[src/rtl/serial_receive_buffer_pkg.sv]
// Shared definitions for the serial receive buffer: receiver FSM encoding,
// CPU register map and status register bit layout.
package serial_receive_buffer_pkg;

  typedef enum logic [1:0] {
    ST_IDLE  = 2'd0,
    ST_START = 2'd1,
    ST_DATA  = 2'd2,
    ST_STOP  = 2'd3
  } rx_state_e;

  localparam logic ADDR_DATA   = 1'b0;
  localparam logic ADDR_STATUS = 1'b1;

  localparam int STAT_NOT_EMPTY = 0;
  localparam int STAT_FULL      = 1;
  localparam int STAT_OVERRUN   = 2;
  localparam int STAT_FRAMING   = 3;
  localparam int STAT_IRQ_EN    = 7;

  function automatic logic [7:0] pack_status(input logic irq_enable,
                                             input logic framing_error,
                                             input logic overrun,
                                             input logic full,
                                             input logic not_empty);
    return {irq_enable, 3'b000, framing_error, overrun, full, not_empty};
  endfunction

endpackage

[src/rtl/serial_receive_buffer_sync_fifo.sv]
// Single-clock FIFO with occupancy count; a push into a full FIFO is only
// accepted when a pop happens on the same edge.
module sync_fifo #(
  parameter int WIDTH      = 8,
  parameter int DEPTH_LOG2 = 4
) (
  input  logic                  clk,
  input  logic                  reset,
  input  logic                  push,
  input  logic                  pop,
  input  logic [WIDTH-1:0]      wdata,
  output logic [WIDTH-1:0]      rdata,
  output logic                  full,
  output logic                  empty,
  output logic [DEPTH_LOG2:0]   count
);

  localparam int DEPTH = 1 << DEPTH_LOG2;
  localparam logic [DEPTH_LOG2:0] DEPTH_CNT = (DEPTH_LOG2 + 1)'(DEPTH);

  logic [WIDTH-1:0]      mem_q [DEPTH];
  logic [DEPTH_LOG2-1:0] wr_ptr_q, wr_ptr_d;
  logic [DEPTH_LOG2-1:0] rd_ptr_q, rd_ptr_d;
  logic [DEPTH_LOG2:0]   count_q, count_d;
  logic                  do_push_s;
  logic                  do_pop_s;

  assign full      = (count_q == DEPTH_CNT);
  assign empty     = (count_q == '0);
  assign count     = count_q;
  assign rdata     = mem_q[rd_ptr_q];
  assign do_pop_s  = pop & ~empty;
  assign do_push_s = push & (~full | do_pop_s);

  // Next-state for pointers and occupancy
  always_comb begin
    wr_ptr_d = do_push_s ? wr_ptr_q + 1'b1 : wr_ptr_q;
    rd_ptr_d = do_pop_s  ? rd_ptr_q + 1'b1 : rd_ptr_q;
    case ({do_push_s, do_pop_s})
      2'b10:   count_d = count_q + 1'b1;
      2'b01:   count_d = count_q - 1'b1;
      default: count_d = count_q;
    endcase
  end

  // Pointer and count registers
  always_ff @(posedge clk) begin
    if (reset) begin
      wr_ptr_q <= '0;
      rd_ptr_q <= '0;
      count_q  <= '0;
    end else begin
      wr_ptr_q <= wr_ptr_d;
      rd_ptr_q <= rd_ptr_d;
      count_q  <= count_d;
    end
  end

  // Storage array; contents are don't-care until written
  always_ff @(posedge clk) begin
    if (do_push_s) begin
      mem_q[wr_ptr_q] <= wdata;
    end
  end

endmodule

[src/rtl/serial_receive_buffer.sv]
// 8N1 serial receiver feeding a byte FIFO, with a two-register CPU port
// (data / status-control) and a level interrupt request.
module serial_receive_buffer
  import serial_receive_buffer_pkg::*;
#(
  parameter int CLOCK_DIVISOR   = 434,
  parameter int FIFO_DEPTH_LOG2 = 4
) (
  input  logic       clk,
  input  logic       reset,
  input  logic       rxd,
  input  logic       en,
  input  logic       wr,
  input  logic       addr,
  input  logic [7:0] data_in,
  output logic [7:0] data_out,
  output logic       ready
);

  localparam int CNT_W = (CLOCK_DIVISOR > 2) ? $clog2(CLOCK_DIVISOR) : 1;
  localparam logic [CNT_W-1:0] HALF_BIT = CNT_W'(CLOCK_DIVISOR / 2 - 1);
  localparam logic [CNT_W-1:0] FULL_BIT = CNT_W'(CLOCK_DIVISOR - 1);

  logic [1:0]             sync_q;
  logic                   rxd_s;
  rx_state_e              state_q;
  logic [CNT_W-1:0]       cnt_q;
  logic [2:0]             bit_idx_q;
  logic [7:0]             shift_q;

  logic                   irq_enable_q, irq_enable_d;
  logic                   framing_q, framing_d;
  logic                   overrun_q, overrun_d;

  logic                   expire_s;
  logic                   rx_push_s;
  logic                   rx_frame_err_s;
  logic                   pop_s;
  logic                   status_wr_s;
  logic                   fifo_full_s;
  logic                   fifo_empty_s;
  logic                   not_empty_s;
  logic [7:0]             fifo_rdata_s;
  logic [FIFO_DEPTH_LOG2:0] fifo_count_s;

  // Two-flop synchronizer, idles high so reset never looks like a start bit
  always_ff @(posedge clk) begin
    if (reset) begin
      sync_q <= 2'b11;
    end else begin
      sync_q <= {sync_q[0], rxd};
    end
  end

  assign rxd_s          = sync_q[1];
  assign expire_s       = (cnt_q == '0);
  assign rx_push_s      = (state_q == ST_STOP) && expire_s && rxd_s;
  assign rx_frame_err_s = (state_q == ST_STOP) && expire_s && !rxd_s;

  // Receiver FSM: half-bit wait centres all later samples in their bit cells
  always_ff @(posedge clk) begin
    if (reset) begin
      state_q   <= ST_IDLE;
      cnt_q     <= '0;
      bit_idx_q <= 3'd0;
      shift_q   <= 8'h00;
    end else begin
      case (state_q)
        ST_IDLE: begin
          if (!rxd_s) begin
            state_q <= ST_START;
            cnt_q   <= HALF_BIT;
          end
        end
        ST_START: begin
          if (expire_s) begin
            if (!rxd_s) begin
              state_q   <= ST_DATA;
              cnt_q     <= FULL_BIT;
              bit_idx_q <= 3'd0;
            end else begin
              state_q <= ST_IDLE;
            end
          end else begin
            cnt_q <= cnt_q - 1'b1;
          end
        end
        ST_DATA: begin
          if (expire_s) begin
            shift_q <= {rxd_s, shift_q[7:1]};
            cnt_q   <= FULL_BIT;
            if (bit_idx_q == 3'd7) begin
              state_q <= ST_STOP;
            end else begin
              bit_idx_q <= bit_idx_q + 3'd1;
            end
          end else begin
            cnt_q <= cnt_q - 1'b1;
          end
        end
        ST_STOP: begin
          if (expire_s) begin
            state_q <= ST_IDLE;
          end else begin
            cnt_q <= cnt_q - 1'b1;
          end
        end
        default: state_q <= ST_IDLE;
      endcase
    end
  end

  assign pop_s       = en & ~wr & (addr == ADDR_DATA) & ~fifo_empty_s;
  assign status_wr_s = en & wr & (addr == ADDR_STATUS);
  assign not_empty_s = (fifo_count_s != '0);

  sync_fifo #(
    .WIDTH      (8),
    .DEPTH_LOG2 (FIFO_DEPTH_LOG2)
  ) u_fifo (
    .clk   (clk),
    .reset (reset),
    .push  (rx_push_s),
    .pop   (pop_s),
    .wdata (shift_q),
    .rdata (fifo_rdata_s),
    .full  (fifo_full_s),
    .empty (fifo_empty_s),
    .count (fifo_count_s)
  );

  // Sticky flags: a new event in the same cycle as a write-1-clear wins
  always_comb begin
    irq_enable_d = status_wr_s ? data_in[STAT_IRQ_EN] : irq_enable_q;
    framing_d    = (framing_q & ~(status_wr_s & data_in[STAT_FRAMING])) | rx_frame_err_s;
    overrun_d    = (overrun_q & ~(status_wr_s & data_in[STAT_OVERRUN]))
                 | (rx_push_s & fifo_full_s & ~pop_s);
  end

  // Control/status registers
  always_ff @(posedge clk) begin
    if (reset) begin
      irq_enable_q <= 1'b1;
      framing_q    <= 1'b0;
      overrun_q    <= 1'b0;
    end else begin
      irq_enable_q <= irq_enable_d;
      framing_q    <= framing_d;
      overrun_q    <= overrun_d;
    end
  end

  assign ready = not_empty_s & irq_enable_q;

  // CPU read mux
  always_comb begin
    case (addr)
      ADDR_DATA:   data_out = fifo_empty_s ? 8'h00 : fifo_rdata_s;
      ADDR_STATUS: data_out = pack_status(irq_enable_q, framing_q, overrun_q,
                                          fifo_full_s, not_empty_s);
      default:     data_out = 8'h00;
    endcase
  end

endmodule

[config.mk]
export PLATFORM = sky130hd
export DESIGN_NAME = serial_receive_buffer
export DESIGN_NICKNAME = d
export VERILOG_FILES = /design/src/rtl/serial_receive_buffer_pkg.sv /design/src/rtl/serial_receive_buffer_sync_fifo.sv /design/src/rtl/serial_receive_buffer.sv
export SDC_FILE = /design/constraint.sdc
export NUM_CORES = 1
export LEC_CHECK = 0
export ABC_AREA = 1
export CORE_MARGIN = 5
export CORE_UTILIZATION = 50
export CTS_CLUSTER_DIAMETER = 200
export DETAILED_ROUTE_END_ITERATION = 7
export GPL_TIMING_DRIVEN = 0
export PLACE_DENSITY = 0.67
export SLEW_MARGIN = 20
export SYNTH_ARGS = -nofsm -noshare
export SYNTH_HDL_FRONTEND = slang
export SYNTH_SLANG_ARGS = --single-unit
[constraint.sdc]
create_clock -name clk -period 6.7 [get_ports clk]
set_input_delay 1.005 -clock clk [delete_from_list [all_inputs] [get_ports clk]]
set_output_delay 1.005 -clock clk [all_outputs]
set_load 0.02 [all_outputs]
Word-level counts from Yosys, hierarchy flattened
Memories as Yosys holds them, arrays and structs flattened. A register that Yosys moved wholly into a read port is not among the register bits.
Cells that the tools add are included.
{ "word_totals": {"ff_bits": 40, "latch_bits": 0, "ram_bits": 128, "rom_bits": 0, "input_bits": 14, "output_inout_bits": 9, "wordCells": 97, "n_memories": 1} }
{ "mem_list": {"columns": ["name", "depth", "word_bits", "read_ports", "rd_ports_with_merged_regs", "write_ports", "line_no", "source"], "rows": [
  ["u_fifo.mem_q", 16, 8, 1, 1, 1, "serial_receive_buffer_sync_fifo.sv:21", "logic [WIDTH-1:0] mem_q [DEPTH];"]
]} }
{ "classes": {"n_addsub": 6, "n_mul": 0, "div": 0, "n_lt_le_gt_ge": 0, "eq_ne": 16, "shift": 0, "mux": 25, "bitwise_logic": 24, "n_reduce_logical": 14} }
{ "op_table": {"columns": ["op", "n"], "rows": [
  ["2-to-1 mux 9 bit", 5],
  ["one-hot mux 9 bit (4 select lines)", 1],
  ["inequality test 2 bit, second input constant", 8],
  ["one-hot mux 8 bit (2 select lines)", 1],
  ["AND 1 bit", 14],
  ["2-to-1 mux 2 bit", 6],
  ["2-to-1 mux 3 bit", 4],
  ["one-hot mux 5 bit (2 select lines)", 1],
  ["AND reduction 5 bit", 2],
  ["zero test 9 bit", 1],
  ["subtractor 9 x 1 -> 9 bit, second input constant", 1],
  ["adder 4 x 1 -> 4 bit, second input constant", 2],
  ["2-to-1 mux 4 bit", 2],
  ["2-to-1 mux 8 bit", 1],
  ["one-hot mux 2 bit (4 select lines)", 1],
  ["NOT 1 bit", 7],
  ["equality test 2 bit, second input constant", 3],
  ["one-hot mux 3 bit (2 select lines)", 1],
  ["adder 5 x 1 -> 5 bit, second input constant", 1],
  ["equality test 5 bit, second input constant", 1],
  ["zero test 5 bit", 1],
  ["nonzero test 5 bit", 1],
  ["subtractor 5 x 1 -> 5 bit, second input constant", 1],
  ["equality test 2 x 1 -> 1 bit, second input constant", 2],
  ["11 further kinds", 17]
]} }

Depth between registers and ports, before layout
Gate-level depths: netlist of run 1.
{ "logic_depth": {"ltp_word": 9, "depth_mapped": 16, "ltp_nobuf": 16} }

By module
From an unflattened synthesis of run 1, not the netlist that was laid out.
{ "hier_totals": {"cells_unflattened": 769, "area_unflattened_um2": 7717.4} }
{ "modules_own_cells": {"columns": ["module", "instances", "cells_per_inst", "area_per_inst_um2", "seq_area_each_um2"], "rows": [
  ["sync_fifo", 1, 538, 6152.2, 4184.0],
  ["serial_receive_buffer", 1, 231, 1565.3, 540.5]
]} }

Worst setup path before layout of run 1
Ideal clock, no wire load.
{ "synth_timing": {"path_kind": "input-to-output", "from": "in addr", "to": "out data_out[3]", "t_arrival_ns": 1.801, "t_required_ns": 5.695, "slack_ns": 3.894, "stages": 5, "n_path_buf": 0, "path_cell_list": "inv_1 nand2_1 inv_1 nand2_1 o21ai_0"} }
{ "synth_between": {"elab_chain_len": 2} }
{ "synth_rtl": {"columns": ["element", "line_no", "source"], "rows": [
  ["start: declaration", "serial_receive_buffer.sv:14", "input logic addr,"],
  ["NOT 1 bit", "serial_receive_buffer.sv:157", "case (addr)"],
  ["one-hot mux 8 bit (2 select lines) *", "serial_receive_buffer.sv:157", null],
  ["end: declaration", "serial_receive_buffer.sv:16", "output logic [7:0] data_out,"]
]} }
Every way passes the cells marked *; elsewhere a longest branch is shown, timed or not.

==> flow_summary.yaml, run 1 <==
timing:
  fmax_ghz: 0.238
  slew_headroom_pct: 40.1
  setup_viol: 0
  min_period_over_period_pct: 62.7
  tightest_slew_ns: 0.895
  hold_viol_final: 0
  clock_skew_ns: 0.00713
  layout_min_cycle_time_ns: 4.20
  rsz0062_at_grt: "false"
  finalSetupTns_ns: 0
  report.final.slew_viol_count: 0
cts:
  numCtsBuffers: 17
  clock_latency_ns: 0.43
  clock_path_buffers: 2
  root_buffer: "clkbuf_16"
  cts.reportedPaths.clkPinSlew_ns: 0.06
  cts_tree: "done"
  post_cts_buffers: 0
  htree_levels: 4
  cts_resized: 0
  hold_buffers: 0
  clock-sinks: 172
floorplanning:
  start_util_pct: 50.6
  coreArea_um2: 14400
  row_count: 44
  die-area_um2: 17100
  die_w_um: 131
  ios: 23
  die_h_um: 131
global_route:
  grt-ovfl-total: 0
  antenna_found_initial: 0
  grt_pass1_wl_um: 27500
  grt_pass1_vias: 5181
  grt_use_total_pct: 21.6
  grt_max_degree: 19
place:
  dp.cells: 893
  port_buffers: 17
  place_hpwl_um: 12000
  place.gp.congestion: 0.938
synth:
  synth_top_area_cell: "edfxtp_1"
  synthArstFlopShare_pct: 0
  synthDistinctLibCells: 35
  synth.most_common_cell: "edfxtp_1"
  synth_common_cells: "edfxtp_1, nor2_1, o21ai_0, nand2_1, dfxtp_1"
  syn_avg_cell_area_um2: 10.6
  synth_warnings: 0
  synth_edf_count: 128
  synth_cells: 692
  synth_top_area_share_pct: 52.6
  synth-seq-area-share_pct: 64.7
  synth.area.top_cells: "edfxtp_1, dfxtp_1, nor2_1, o21ai_0, nand2_1"
  synth.net_count: 723
  synth-seq-cells: 172
  synth-main-ff-cell: "edfxtp_1"
  synth_area_um2: 7300
finish:
  layout-drive-gt1-share_pct: 6.88
  layout.cells.non_filler: 925
  regArea_um2: 4720
  final_nets: 759
  multi_input_area_um2: 2300
  synthToLayoutAreaGrowth_pct: 13.2
  fillers: 1221
  num_antenna_cells: 0
setup_path:
  critPathLaunchType: "register"
  rrSetupSlack_ns: 3.98
  worstSetupPathType: "reg -> out"
  regToRegEndpoint: "u_fifo.count[4]$_SDFFE_PP0P_"
  endpoint_kind: "output pin"
  crit_fanout: 10
  r2r_cells: 16
  cp.required_ns: 5.69
  cp.arrival_ns: 3.20
  r2r-start: "cnt_q[0]$_SDFFE_PP0P_"
pwr:
  p_int_mw: 1.81
  seq_power_share_pct: 48.1
  p_comb_share_pct: 14.3
  net-switching-power_mw: 0.680
  pwr-share-clk_pct: 37.5
  swShare_pct: 27.3
  ir_drop_v: 0.000215
  leakagePower_nw: 2.93
  powerDensity_nw_per_um2: 301
hold_path:
  hold_path_depth: 1
  hold_path_end: "sync_q[1]$_SDFF_PP1_"
  holdCritPathClass: "reg -> reg"
  worstHoldStart: "sync_q[0]$_SDFF_PP1_"
routing:
  via_per_inst: 5.79
  ant_nets: 0
  dr_total_vias: 5356
  wl_per_cell_um: 19.2
  dr.pass1.iters: 6
  wirelength_um: 17800
  drtIter0Drc: 532
  drc: 0
outcome:
  status: "completed"
job:
  drv_cap: 0
## worst max path at each step
stage	startpoint	to	slack, ns	cells after the start
6_report	register	data_out[5]	2.50	9
5_1_grt	register	data_out[3]	2.36	7
4_1_cts	register	data_out[3]	2.55	8
3_5_place_dp	addr	data_out[3]	2.85	7
3_3_place_gp	addr	data_out[3]	2.87	7
2_1_floorplan	addr	data_out[3]	3.89	5
## logic make-up (layout without fill, tap and decap cells)
family | count (synthesis) | in the layout | share of synthesized area (%)
adders and majority gates | 17 | 17 | 3.02
xor gates and xnor gates | 8 | 8 | 0.960
DFF | 172 | 172 | 64.7
buffers and inverters | 71 | 120 | 3.77
and+or+nand+nor | 258 | 258 | 14.7
AOI/OAI and AO/OA | 166 | 166 | 12.8
## layout by cell type (no fill, tap or decap), types with 2 or more instances in the layout
cell / count
o21ai_0: 91
dfxtp_1: 44
clkbuf_1: 24
nand2_2: 3
nand3_2: 2
inv_1: 38
xnor2_1: 3
inv_4: 2
buf_2: 7
o211ai_1: 8
clkbuf_16: 19
o221ai_1: 14
clkinv_2: 4
nor2_1: 123
ha_1: 16
inv_2: 2
o22ai_1: 10
a21oi_1: 37
clkdlybuf4s50_1: 17
nor3_1: 2
nand3_1: 33
or2_2: 2
edfxtp_1: 128
clkinv_4: 3
xor2_1: 5
nand4_1: 3
nand2_1: 85
inv_6: 2
## per-stage QoR
step                hold WS [ns]  area, um2  utilization (%)  setup slack (ns)  power, mW
floorplan                  0.389       7300                -              3.89       1.49
global route               0.429       8270             57.3              2.36       2.60
CTS                        0.409       8270             57.3              2.55       2.50
global placement           0.394       7700             53.4              2.87       1.56
finish                     0.410       8270             57.3              2.50       2.49
detailed placement         0.394       7700             53.4              2.85       1.58
## power by group through the flow
stage	registers, mW	logic [mW]	clock network, mW
2_1_floorplan	1.21	0.279	0
3_3_place_gp	1.22	0.344	0
3_5_place_dp	1.22	0.355	0
4_1_cts	1.20	0.357	0.942
5_1_grt	1.20	0.405	0.991
6_report	1.20	0.357	0.934
## metal layers
metal | up-vias | part of all wire (%) | GRT usage, % | routed length (um)
li1 | 2513 | - | - | -
met1 | 2573 | 41 | 27.7 | 7320
met2 | 231 | 48 | 34.9 | 8560
met3 | 39 | 7.2 | 5.85 | 1290
met4 | 0 | 3.5 | 9.07 | 617
met5 | - | 0 | 0 | 0
## worst max-delay path, cell delays in order, from the launching register on
cell	delay, ns
dfxtp_1	0.38
buf_2	0.30
clkbuf_1	0.42
o21ai_0	0.18
o211ai_1	0.26
o21ai_0	0.27
nand2_1	0.13
nand2_1	0.07
a21oi_1	0.14
clkdlybuf4s50_1	0.62
## cell type report
class	count	area share [%]
buffer	30	1.47
clock buffer	20	5.80
clock inverter	12	1.01
inverter	41	1.86
multi-input combinational	449	27.9
sequential	172	57.2
tap	184	2.79
timing repair buffer	17	2.06
## registers in the layout, summed over array words and instances (netlist names), named ones only
name             flops
bit_idx_q            3
cnt_q                9
framing_q            1
irq_enable_q         1
overrun_q            1
shift_q              8
state_q              1
sync_q               2
u_fifo.count         5
u_fifo.mem_q       128
u_fifo.rd_ptr_q      4
u_fifo.wr_ptr_q      4
(Power assumes the default switching activity.)
==> run 2, diff against run 1 <==
- clock period: 6.7 -> 4.2 ns (I/O delays scaled with it)
==> results of run 2 <==
Same layout as run 1 (identical final DEF). Status: completed.
Among the figures that moved: setup slack after placement 2.85 ns -> 0.892 ns; setup slack after layout 2.50 ns -> 0.372 ns; register-to-register setup slack 3.98 ns -> 1.48 ns; total power 2.49 mW -> 3.97 mW; worst IR drop on VDD 0.000215 V -> 0.000343 V
==> run 3, diff against run 2 <==
- TNS_END_PERCENT: default -> 50
==> results of run 3 <==
Same layout as run 1 (identical final DEF). Status: completed.
Among the figures that moved: setup slack after placement 2.85 ns -> 0.892 ns; setup slack after layout 2.50 ns -> 0.372 ns; register-to-register setup slack 3.98 ns -> 1.48 ns; total power 2.49 mW -> 3.97 mW; worst IR drop on VDD 0.000215 V -> 0.000343 V
